### config.mk
export PLATFORM = sky130hd
export DESIGN_NAME = arbiter_rr_flat
export DESIGN_NICKNAME = d
export VERILOG_FILES = /design/src/rtl/arbiter_rr_if.sv /design/src/rtl/arbiter_rr.sv /design/src/flat_wrapper.sv
export SDC_FILE = /design/constraint.sdc
export NUM_CORES = 1
export LEC_CHECK = 0
export CAP_MARGIN = 20
export CORE_MARGIN = 4
export CORE_UTILIZATION = 44
export CTS_CLUSTER_SIZE = 10
export DETAILED_ROUTE_END_ITERATION = 12
export GPL_TIMING_DRIVEN = 0
export HOLD_SLACK_MARGIN = 0.03
export PLACE_DENSITY = 0.74
export SYNTH_ARGS = -nofsm -noshare
export SYNTH_HDL_FRONTEND = slang
export SYNTH_SLANG_ARGS = --single-unit
### constraint.sdc
create_clock -name clk -period 2.3 [get_ports clk]
set_clock_uncertainty 0.05 [all_clocks]
set_input_delay 0.46 -clock clk [delete_from_list [all_inputs] [get_ports clk]]
set_output_delay 0.46 -clock clk [all_outputs]
set_load 0.05 [all_outputs]
### src/rtl/arbiter_rr_if.sv
// Bundle of the signals between the round-robin arbiter and its input/output FIFOs.
// master is the arbiter side; slave is the FIFO side that drives the status flags.
interface arbiter_rr_if #(
  parameter int FIFO_UNITS = 4,
  parameter int DEST_W     = 2
);
  logic [FIFO_UNITS-1:0] fifo_empty;
  logic [DEST_W-1:0]     head_dest0;
  logic [DEST_W-1:0]     head_dest1;
  logic [DEST_W-1:0]     head_dest2;
  logic [DEST_W-1:0]     head_dest3;
  logic [FIFO_UNITS-1:0] fifo_almost_full;
  logic [FIFO_UNITS-1:0] arb_pop;
  logic [FIFO_UNITS-1:0] arb_push;
  logic [1:0]            arb_state;
  logic                  idle;

  modport master (
    input  fifo_empty, head_dest0, head_dest1, head_dest2, head_dest3, fifo_almost_full,
    output arb_pop, arb_push, arb_state, idle
  );

  modport slave (
    output fifo_empty, head_dest0, head_dest1, head_dest2, head_dest3, fifo_almost_full,
    input  arb_pop, arb_push, arb_state, idle
  );
endinterface

### src/rtl/arbiter_rr.sv
// Round-robin arbiter moving words from four input FIFOs to four output FIFOs.
// A grant pops the input FIFO one cycle later and pushes the captured destination one cycle after that.
module arbiter_rr #(
  parameter int FIFO_UNITS = 4,
  parameter int DEST_W     = 2
) (
  input  logic         clk,
  input  logic         reset_L,
  arbiter_rr_if.master bus
);

  typedef enum logic [1:0] {
    ST_IDLE  = 2'b00,
    ST_SERVE = 2'b01,
    ST_STALL = 2'b10,
    ST_BAD   = 2'b11
  } state_t;

  state_t                state_q;
  state_t                state_d;
  logic [1:0]            ptr_q;
  logic [DEST_W-1:0]     dest_q;
  logic [FIFO_UNITS-1:0] pop_q;
  logic [FIFO_UNITS-1:0] push_q;

  logic [DEST_W-1:0]     head_dest [FIFO_UNITS];
  logic [FIFO_UNITS-1:0] pending;
  logic [FIFO_UNITS-1:0] eligible;
  logic                  any_pending;
  logic                  any_eligible;
  logic                  grant;
  logic [1:0]            grant_idx;
  logic                  found;
  logic [1:0]            cand;

  assign head_dest[0] = bus.head_dest0;
  assign head_dest[1] = bus.head_dest1;
  assign head_dest[2] = bus.head_dest2;
  assign head_dest[3] = bus.head_dest3;

  assign pending     = ~bus.fifo_empty;
  assign any_pending = |pending;

  // A FIFO popped this cycle still looks non-empty (its flag lags), so it is masked here.
  always_comb begin
    eligible = '0;
    for (int i = 0; i < FIFO_UNITS; i++) begin
      eligible[i] = pending[i] & ~bus.fifo_almost_full[head_dest[i]] & ~pop_q[i];
    end
  end

  assign any_eligible = |eligible;

  // Search ptr, ptr+1, ptr+2, ptr+3 (mod 4); first eligible candidate wins.
  always_comb begin
    found     = 1'b0;
    grant_idx = ptr_q;
    cand      = ptr_q;
    for (int k = 0; k < FIFO_UNITS; k++) begin
      cand = ptr_q + 2'(k);
      if (!found && eligible[cand]) begin
        found     = 1'b1;
        grant_idx = cand;
      end
    end
  end

  always_comb begin
    state_d = state_q;
    case (state_q)
      ST_IDLE: begin
        if (any_pending) state_d = ST_SERVE;
      end
      ST_SERVE: begin
        if (!any_pending)       state_d = ST_IDLE;
        else if (!any_eligible) state_d = ST_STALL;
      end
      ST_STALL: begin
        if (!any_pending)      state_d = ST_IDLE;
        else if (any_eligible) state_d = ST_SERVE;
      end
      default: state_d = ST_IDLE;
    endcase
  end

  // Grants are evaluated in the cycle the FSM decides to be in SERVE next.
  assign grant = found && (state_d == ST_SERVE);

  always_ff @(posedge clk or negedge reset_L) begin
    if (!reset_L) begin
      state_q <= ST_IDLE;
      ptr_q   <= 2'b00;
      dest_q  <= '0;
      pop_q   <= '0;
      push_q  <= '0;
    end else begin
      state_q <= state_d;
      if (grant) begin
        pop_q  <= FIFO_UNITS'(1) << grant_idx;
        ptr_q  <= grant_idx + 2'd1;
        dest_q <= head_dest[grant_idx];
      end else begin
        pop_q  <= '0;
      end
      // dest_q here is still the value captured with the pop now completing.
      if (|pop_q) push_q <= FIFO_UNITS'(1) << dest_q;
      else        push_q <= '0;
    end
  end

  assign bus.arb_pop   = pop_q;
  assign bus.arb_push  = push_q;
  assign bus.arb_state = state_q;
  assign bus.idle      = (state_q == ST_IDLE) && (push_q == '0);

endmodule

### src/flat_wrapper.sv
// flat-port wrapper written by rule: the top's interface ports become plain ports
module arbiter_rr_flat 
#(
  parameter int FIFO_UNITS = 4,
  parameter int DEST_W     = 2
)
  (clk, reset_L, bus_fifo_empty, bus_head_dest0, bus_head_dest1, bus_head_dest2, bus_head_dest3, bus_fifo_almost_full, bus_arb_pop, bus_arb_push, bus_arb_state, bus_idle);
  arbiter_rr_if #(.FIFO_UNITS(FIFO_UNITS), .DEST_W(DEST_W)) bus_i ();
  input  logic clk;
  input  logic reset_L;
  input wire logic [$bits(bus_i.fifo_empty)-1:0] bus_fifo_empty;
  input wire logic [$bits(bus_i.head_dest0)-1:0] bus_head_dest0;
  input wire logic [$bits(bus_i.head_dest1)-1:0] bus_head_dest1;
  input wire logic [$bits(bus_i.head_dest2)-1:0] bus_head_dest2;
  input wire logic [$bits(bus_i.head_dest3)-1:0] bus_head_dest3;
  input wire logic [$bits(bus_i.fifo_almost_full)-1:0] bus_fifo_almost_full;
  output wire logic [$bits(bus_i.arb_pop)-1:0] bus_arb_pop;
  output wire logic [$bits(bus_i.arb_push)-1:0] bus_arb_push;
  output wire logic [$bits(bus_i.arb_state)-1:0] bus_arb_state;
  output wire logic [$bits(bus_i.idle)-1:0] bus_idle;
  assign bus_i.fifo_empty = bus_fifo_empty;
  assign bus_i.head_dest0 = bus_head_dest0;
  assign bus_i.head_dest1 = bus_head_dest1;
  assign bus_i.head_dest2 = bus_head_dest2;
  assign bus_i.head_dest3 = bus_head_dest3;
  assign bus_i.fifo_almost_full = bus_fifo_almost_full;
  assign bus_arb_pop = bus_i.arb_pop;
  assign bus_arb_push = bus_i.arb_push;
  assign bus_arb_state = bus_i.arb_state;
  assign bus_idle = bus_i.idle;
  arbiter_rr #(.FIFO_UNITS(FIFO_UNITS), .DEST_W(DEST_W)) u_core (.clk(clk), .reset_L(reset_L), .bus(bus_i));
endmodule
* Word-level counts from Yosys, hierarchy flattened
Index checks and enable logic that the tools add are counted.
** Operators by class
- Add/subtract/negate cells :: 4
- Magnitude comparators :: 9
- Equality and inequality tests :: 3
- Shifts and indexed selects :: 2
- Muxes and demuxes :: 34
- Bitwise gates (word level) :: 18
- Reductions and logical operators :: 13
** Operators with widths (count)
- less-than comparator 2 x 3 -> 1 bit (second input constant) :: 8
- two-way mux 2 bit :: 10
- binary-select mux 1 bit (select 2 bit) :: 8
- two-way mux 1 bit :: 12
- OR reduction 4 bit :: 3
- bitwise AND 1 bit :: 8
- two-way mux 4 bit :: 2
- inverter 1 bit :: 8
- << shifter 1 x 2 -> 4 bit (first input constant) :: 2
- one-hot mux 2 bit (3 select lines) :: 1
- logical AND 1 bit :: 5
- adder 2 x 1 -> 2 bit (second input constant) :: 2
- adder 2 bit (second input constant) :: 2
- binary-select mux 2 bit (select 2 bit) :: 1
- == test 2 x 1 -> 1 bit (second input constant) :: 2
- zero test 4 bit :: 1
- inverter 4 bit :: 1
- greater-or-equal comparator 3 bit (second input constant) :: 1
- zero test 1 bit :: 3
- inverter 2 -> 3 bit :: 1
- == test 2 bit (second input constant) :: 1
- zero test 2 bit :: 1
** Word-level totals
- Bits in registers :: 14
- Input bits :: 18
- Output and inout port bits :: 11
- Logic and storage cells :: 88

* Depth between registers and ports, before layout
- Word-level depth :: 21
- Mapped depth :: 8
- Depth with buffers taken out :: 8

* Worst setup path before layout
No wires, ideal clock.
- Path type :: register to output
- Start :: register u_core.state_q[0], in the netlist u_core.bus.arb_state[0]
- End :: output port bus_idle
- Arrival time :: 2.188 ns
- Required time :: 1.790 ns
- Slack :: -0.398 ns
- Cell stages (with the launch flop) :: 3
- Path buffers :: 0
- Cells stage by stage :: dfrtp_1 -> or4_1 -> nor3_1
** On the way
- Word-level cells in the longest chain between the ends :: 2
** RTL lines
- start: declaration :: RTL line arbiter_rr.sv:19 : state_t state_q;
- start signal: assignment :: RTL line arbiter_rr.sv:97 : state_q <= state_d;
- zero test 2 bit :: RTL line arbiter_rr.sv:114 : assign bus.idle = (state_q == ST_IDLE) && (push_q == '0);
- logical AND 1 bit :: RTL line arbiter_rr.sv:114
- end: declaration :: RTL line flat_wrapper.sv:20 : output wire logic [$bits(bus_i.idle)-1:0] bus_idle;
No other way between the ends.

* Worst setup path in the final report
- Start :: input port bus_head_dest0[0]
- End :: register u_core.ptr_q[1]
** On the way
- Word-level cells in the longest chain between the ends :: 18
- Elaborated cells on any way between the ends :: 35
- Those cells by class :: add/sub: 1; eq/ne: 1; mux: 22; bitwise: 3; reduce/logical: 8
** RTL lines
- start: declaration :: RTL line flat_wrapper.sv:12 : input wire logic [$bits(bus_i.head_dest0)-1:0] bus_head_dest0;
- binary-select mux 1 bit (select 2 bit) * :: RTL line arbiter_rr.sv:48 : eligible[i] = pending[i] & ~bus.fifo_almost_full[head_dest[i]] & ~pop_q[i];
- two-way mux 1 bit (not written as such) * :: RTL line arbiter_rr.sv:48
- inverter 1 bit * :: RTL line arbiter_rr.sv:48
- bitwise AND 1 bit * (2 in a row) :: RTL line arbiter_rr.sv:48
- binary-select mux 1 bit (select 2 bit) :: RTL line arbiter_rr.sv:61 : if (!found && eligible[cand]) begin
- two-way mux 1 bit (not written as such) :: RTL line arbiter_rr.sv:61
- two-way mux 1 bit :: RTL line arbiter_rr.sv:61
- zero test 1 bit :: RTL line arbiter_rr.sv:61
- logical AND 1 bit :: RTL line arbiter_rr.sv:61
- two-way mux 1 bit :: RTL line arbiter_rr.sv:61
- zero test 1 bit :: RTL line arbiter_rr.sv:61
- logical AND 1 bit :: RTL line arbiter_rr.sv:61
- two-way mux 1 bit :: RTL line arbiter_rr.sv:61
- zero test 1 bit :: RTL line arbiter_rr.sv:61
- logical AND 1 bit :: RTL line arbiter_rr.sv:61
- two-way mux 2 bit or two-way mux 1 bit (tied branches) :: RTL line arbiter_rr.sv:61
- adder 2 x 1 -> 2 bit or logical AND 1 bit (tied branches) :: RTL line arbiter_rr.sv:100, arbiter_rr.sv:87
- end signal: assignment :: RTL line arbiter_rr.sv:100 : ptr_q <= grant_idx + 2'd1;
- end: declaration :: RTL line arbiter_rr.sv:21 : logic [1:0] ptr_q;
Every way passes the cells marked *; elsewhere a longest branch is shown, timed or not. The select of a mux whose other input is x is not followed.
A chain may end at the register's enable or synchronous reset.

==> flow_summary.yaml <==
timing:
  report.final.slew_viol_count: 0
  worst_slew_margin_rel: 0.550
  post-route-period-util: 1.01
  layout_min_cycle_time_ns: 2.33
  worst_slack_ns: -0.0254
  rsz0062_at_grt: "true"
  setup_viol: 1
  timing_hold_violations_final: 0
  tightest_slew_ns: 0.669
  fmax_mhz: 430
synth:
  yosysSeqAreaShare: 0.398
  yosys_warnings: 0
  syn_area_um2: 881
  synth_edf_count: 0
  synth_top_cell_by_area: "dfrtp_1"
  synth_seq_cells: 14
  syn_nets: 96
  ys_async_sr_fraction: 1.00
  synth_top_area_share: 0.398
  syn_area_per_cell_um2: 11.9
  yosys-top-cells-area: "dfrtp_1 (40%), mux4_2 (10%), ha_1 (5.7%), mux2i_1 (4.5%), and2_1 (2.8%)"
  ys.flop_type: "dfrtp_1"
  synthCells: 74
  synth_cell_types: 33
floorplan:
  start_util: 0.489
  fp.dieH_um: 52.7
  dieArea_um2: 2780
  die_x_um: 52.7
  rows: 15
  core_area_um2: 1800
  num_io_pins: 29
clocking:
  cts_hold_buffers: 0
  clock_sinks: 14
  cts_made_buffers: 3
  clock_latency_ns: 0.28
  h-tree-depth: 1
  root_buffer: "clkbuf_4"
  cts_buffer_depth: 2
  cts_tree: "built"
  clk_pin_slew_ns: 0.08
worst_setup_path:
  worstReg2RegEnd: "u_core.ptr_q[1]$_DFFE_PN0P_"
  cp-startpoint: "bus_head_dest0[0]"
  path_max_fanout: 4
  crit_required_ns: 2.42
  critPathLaunchType: "primary input"
  critPathKind: "primary input to flop"
  endpoint_kind: "flop"
  r2r_setup_slack_ns: 0.29
  reg2regPathDepth: 6
  critPathArrivalTime_ns: 2.45
  rr_startpoint: "u_core.bus.arb_pop[0]$_DFF_PN0_"
  crit_end: "u_core.ptr_q[1]$_DFFE_PN0P_"
power_and_ir_drop:
  leakagePower_nw: 0.586
  ir_worst_vdd_mv: 0.866
  power_density_nw_per_um2: 1400
route:
  avgRoutedWirePerCell_um: 16.0
  drt_first_iter_violations: 13
  drt-pass1-iter-count: 4
  avgViaCountPerCell: 5.80
  vias: 800
  postRouteWirelength_um: 2210
  drc: 0
  ant_nets: 0
cells_and_area:
  area_growth_syn_to_layout_pct: 53.6
  nNetsFinal: 136
  nFillCells: 128
  fin_util: 0.751
  drive_gt1_frac: 0.381
  n_antenna_cell: 0
grt:
  grtUsageTotal: 0.180
  grt_max_degree: 15
  antenna_found_initial: 0
  overflow: 0
  grt_first_pass_wirelength_um: 3620
  first_global_vias: 808
status:
  violations: "setup timing"
  outcome: "finished with violations"
hold_path:
  holdCritPathClass: "flop to flop"
place:
  place.detailed.hpwl_um: 1700
  dp_slack_ns: -0.766
  gp_congestion: 0.876
  io_buffers: 28
flow_run:
  max-cap-violations: 0
state kept, by name, summed over array words and instances (netlist names):
signal / cells
u_core.dest_q: 2
u_core.ptr_q: 2
u_core.bus.arb_push: 4
u_core.bus.arb_pop: 4
u_core.bus.arb_state: 2
cell usage after synthesis (2+ instances only):
cell and number:
dfrtp_1 14, inv_1 2, nand2_1 3, and2_1 4
nor3_2 2, or3_1 2, nor2_1 3, ha_1 4
mux4_2 4, nor3b_1 2, nor3_1 3, o21a_1 3
o21ai_0 3, a21oi_1 3, mux2i_1 4
report_power, final:
part | switching (mW) | internal (mW) | total [mW]
Combinational | 0.694 | 0.522 | 1.22
Clock | 0.0809 | 0.0963 | 0.177
Sequential | 0.138 | 0.360 | 0.498
what timing repair did:
action	CTS	global route
hold endpoints to repair	0	0
endpoints found under the setup margin	9	8
setup buffers	3	4
resized for setup	45	11
pin swaps	11	12
through the flow:
stage	hold slack [ns]	TNS, ns	instance area [um2]	total power, mW	std cells
after floorplan	0.114	-0.107	888	1.23	74
after global placement	0.424	-4.30	1200	1.54	127
after detailed placement	0.426	-4.81	1200	1.57	127
after CTS	0.438	-0.277	1290	1.81	134
after global routing	0.461	-0.143	1350	2.01	138
final	0.442	-0.0254	1350	1.89	138
worst min path at each step:
stage / from / to / slack [ns] / cells after the start
2_1_floorplan: reset_L / u_core.bus.arb_pop[0]$_DFF_PN0_ / 0.11 / 0
3_3_place_gp: u_core.dest_q[0]$_DFFE_PN0P_ / u_core.bus.arb_push[2]$_DFF_PN0_ / 0.42 / 1
3_5_place_dp: u_core.dest_q[0]$_DFFE_PN0P_ / u_core.bus.arb_push[2]$_DFF_PN0_ / 0.43 / 1
4_1_cts: u_core.dest_q[0]$_DFFE_PN0P_ / u_core.bus.arb_push[2]$_DFF_PN0_ / 0.44 / 1
5_1_grt: bus_head_dest0[0] / u_core.dest_q[0]$_DFFE_PN0P_ / 0.46 / 3
6_report: u_core.dest_q[0]$_DFFE_PN0P_ / u_core.bus.arb_push[2]$_DFF_PN0_ / 0.44 / 1
layer usage:
layer / part of all wire / vias up / GRT usage
met5: 0 / - / 0
met4: 0.020 / 0 / 0.0766
met3: 0.072 / 5 / 0.0114
met2: 0.48 / 42 / 0.306
met1: 0.42 / 385 / 0.233
li1: - / 368 / -
placed cells by master, fill, tap and decap left out, drive strengths merged, types with 3 or more instances in the layout:
master,n
clkdlybuf4s50,15
dfrtp,14
buf,14
nor3,6
mux4,4
and2,4
mux2i,4
o21ai,4
ha,4
clkbuf,4
nor2,4
nand2,3
o21a,3
or3,3
dlygate4sd2,3
a21oi,3
cell families (layout without fill, tap and decap cells):
group / count (synthesis) / after routing / share of synthesized area
and+or+nand+nor: 29 / 29 / 0.236
AOI/OAI and AO/OA: 16 / 16 / 0.141
DFF: 14 / 14 / 0.398
muxes: 9 / 9 / 0.161
adders and majority gates: 4 / 4 / 0.0568
buffers and inverters: 2 / 41 / 0.00853
worst max-delay path, cell delays in order:
cell and delay (ns):
buf_8 0.07, mux4_2 0.52, or3_4 0.39, o22a_1 0.22
o2bb2ai_2 0.17, nor2_2 0.07, ha_1 0.28, mux2_4 0.25
final cells by class:
| cell class | count | area, um2 | share of cell area |
|---|---|---|---|
| clock buffer | 4 | 36.3 | 0.0268 |
| inverter | 2 | 7.51 | 0.00555 |
| multi-input combinational | 58 | 582 | 0.430 |
| sequential | 14 | 350 | 0.259 |
| tap | 25 | 31.3 | 0.0231 |
| timing repair buffer | 35 | 345 | 0.255 |
Power figures use the tool's default switching activity.
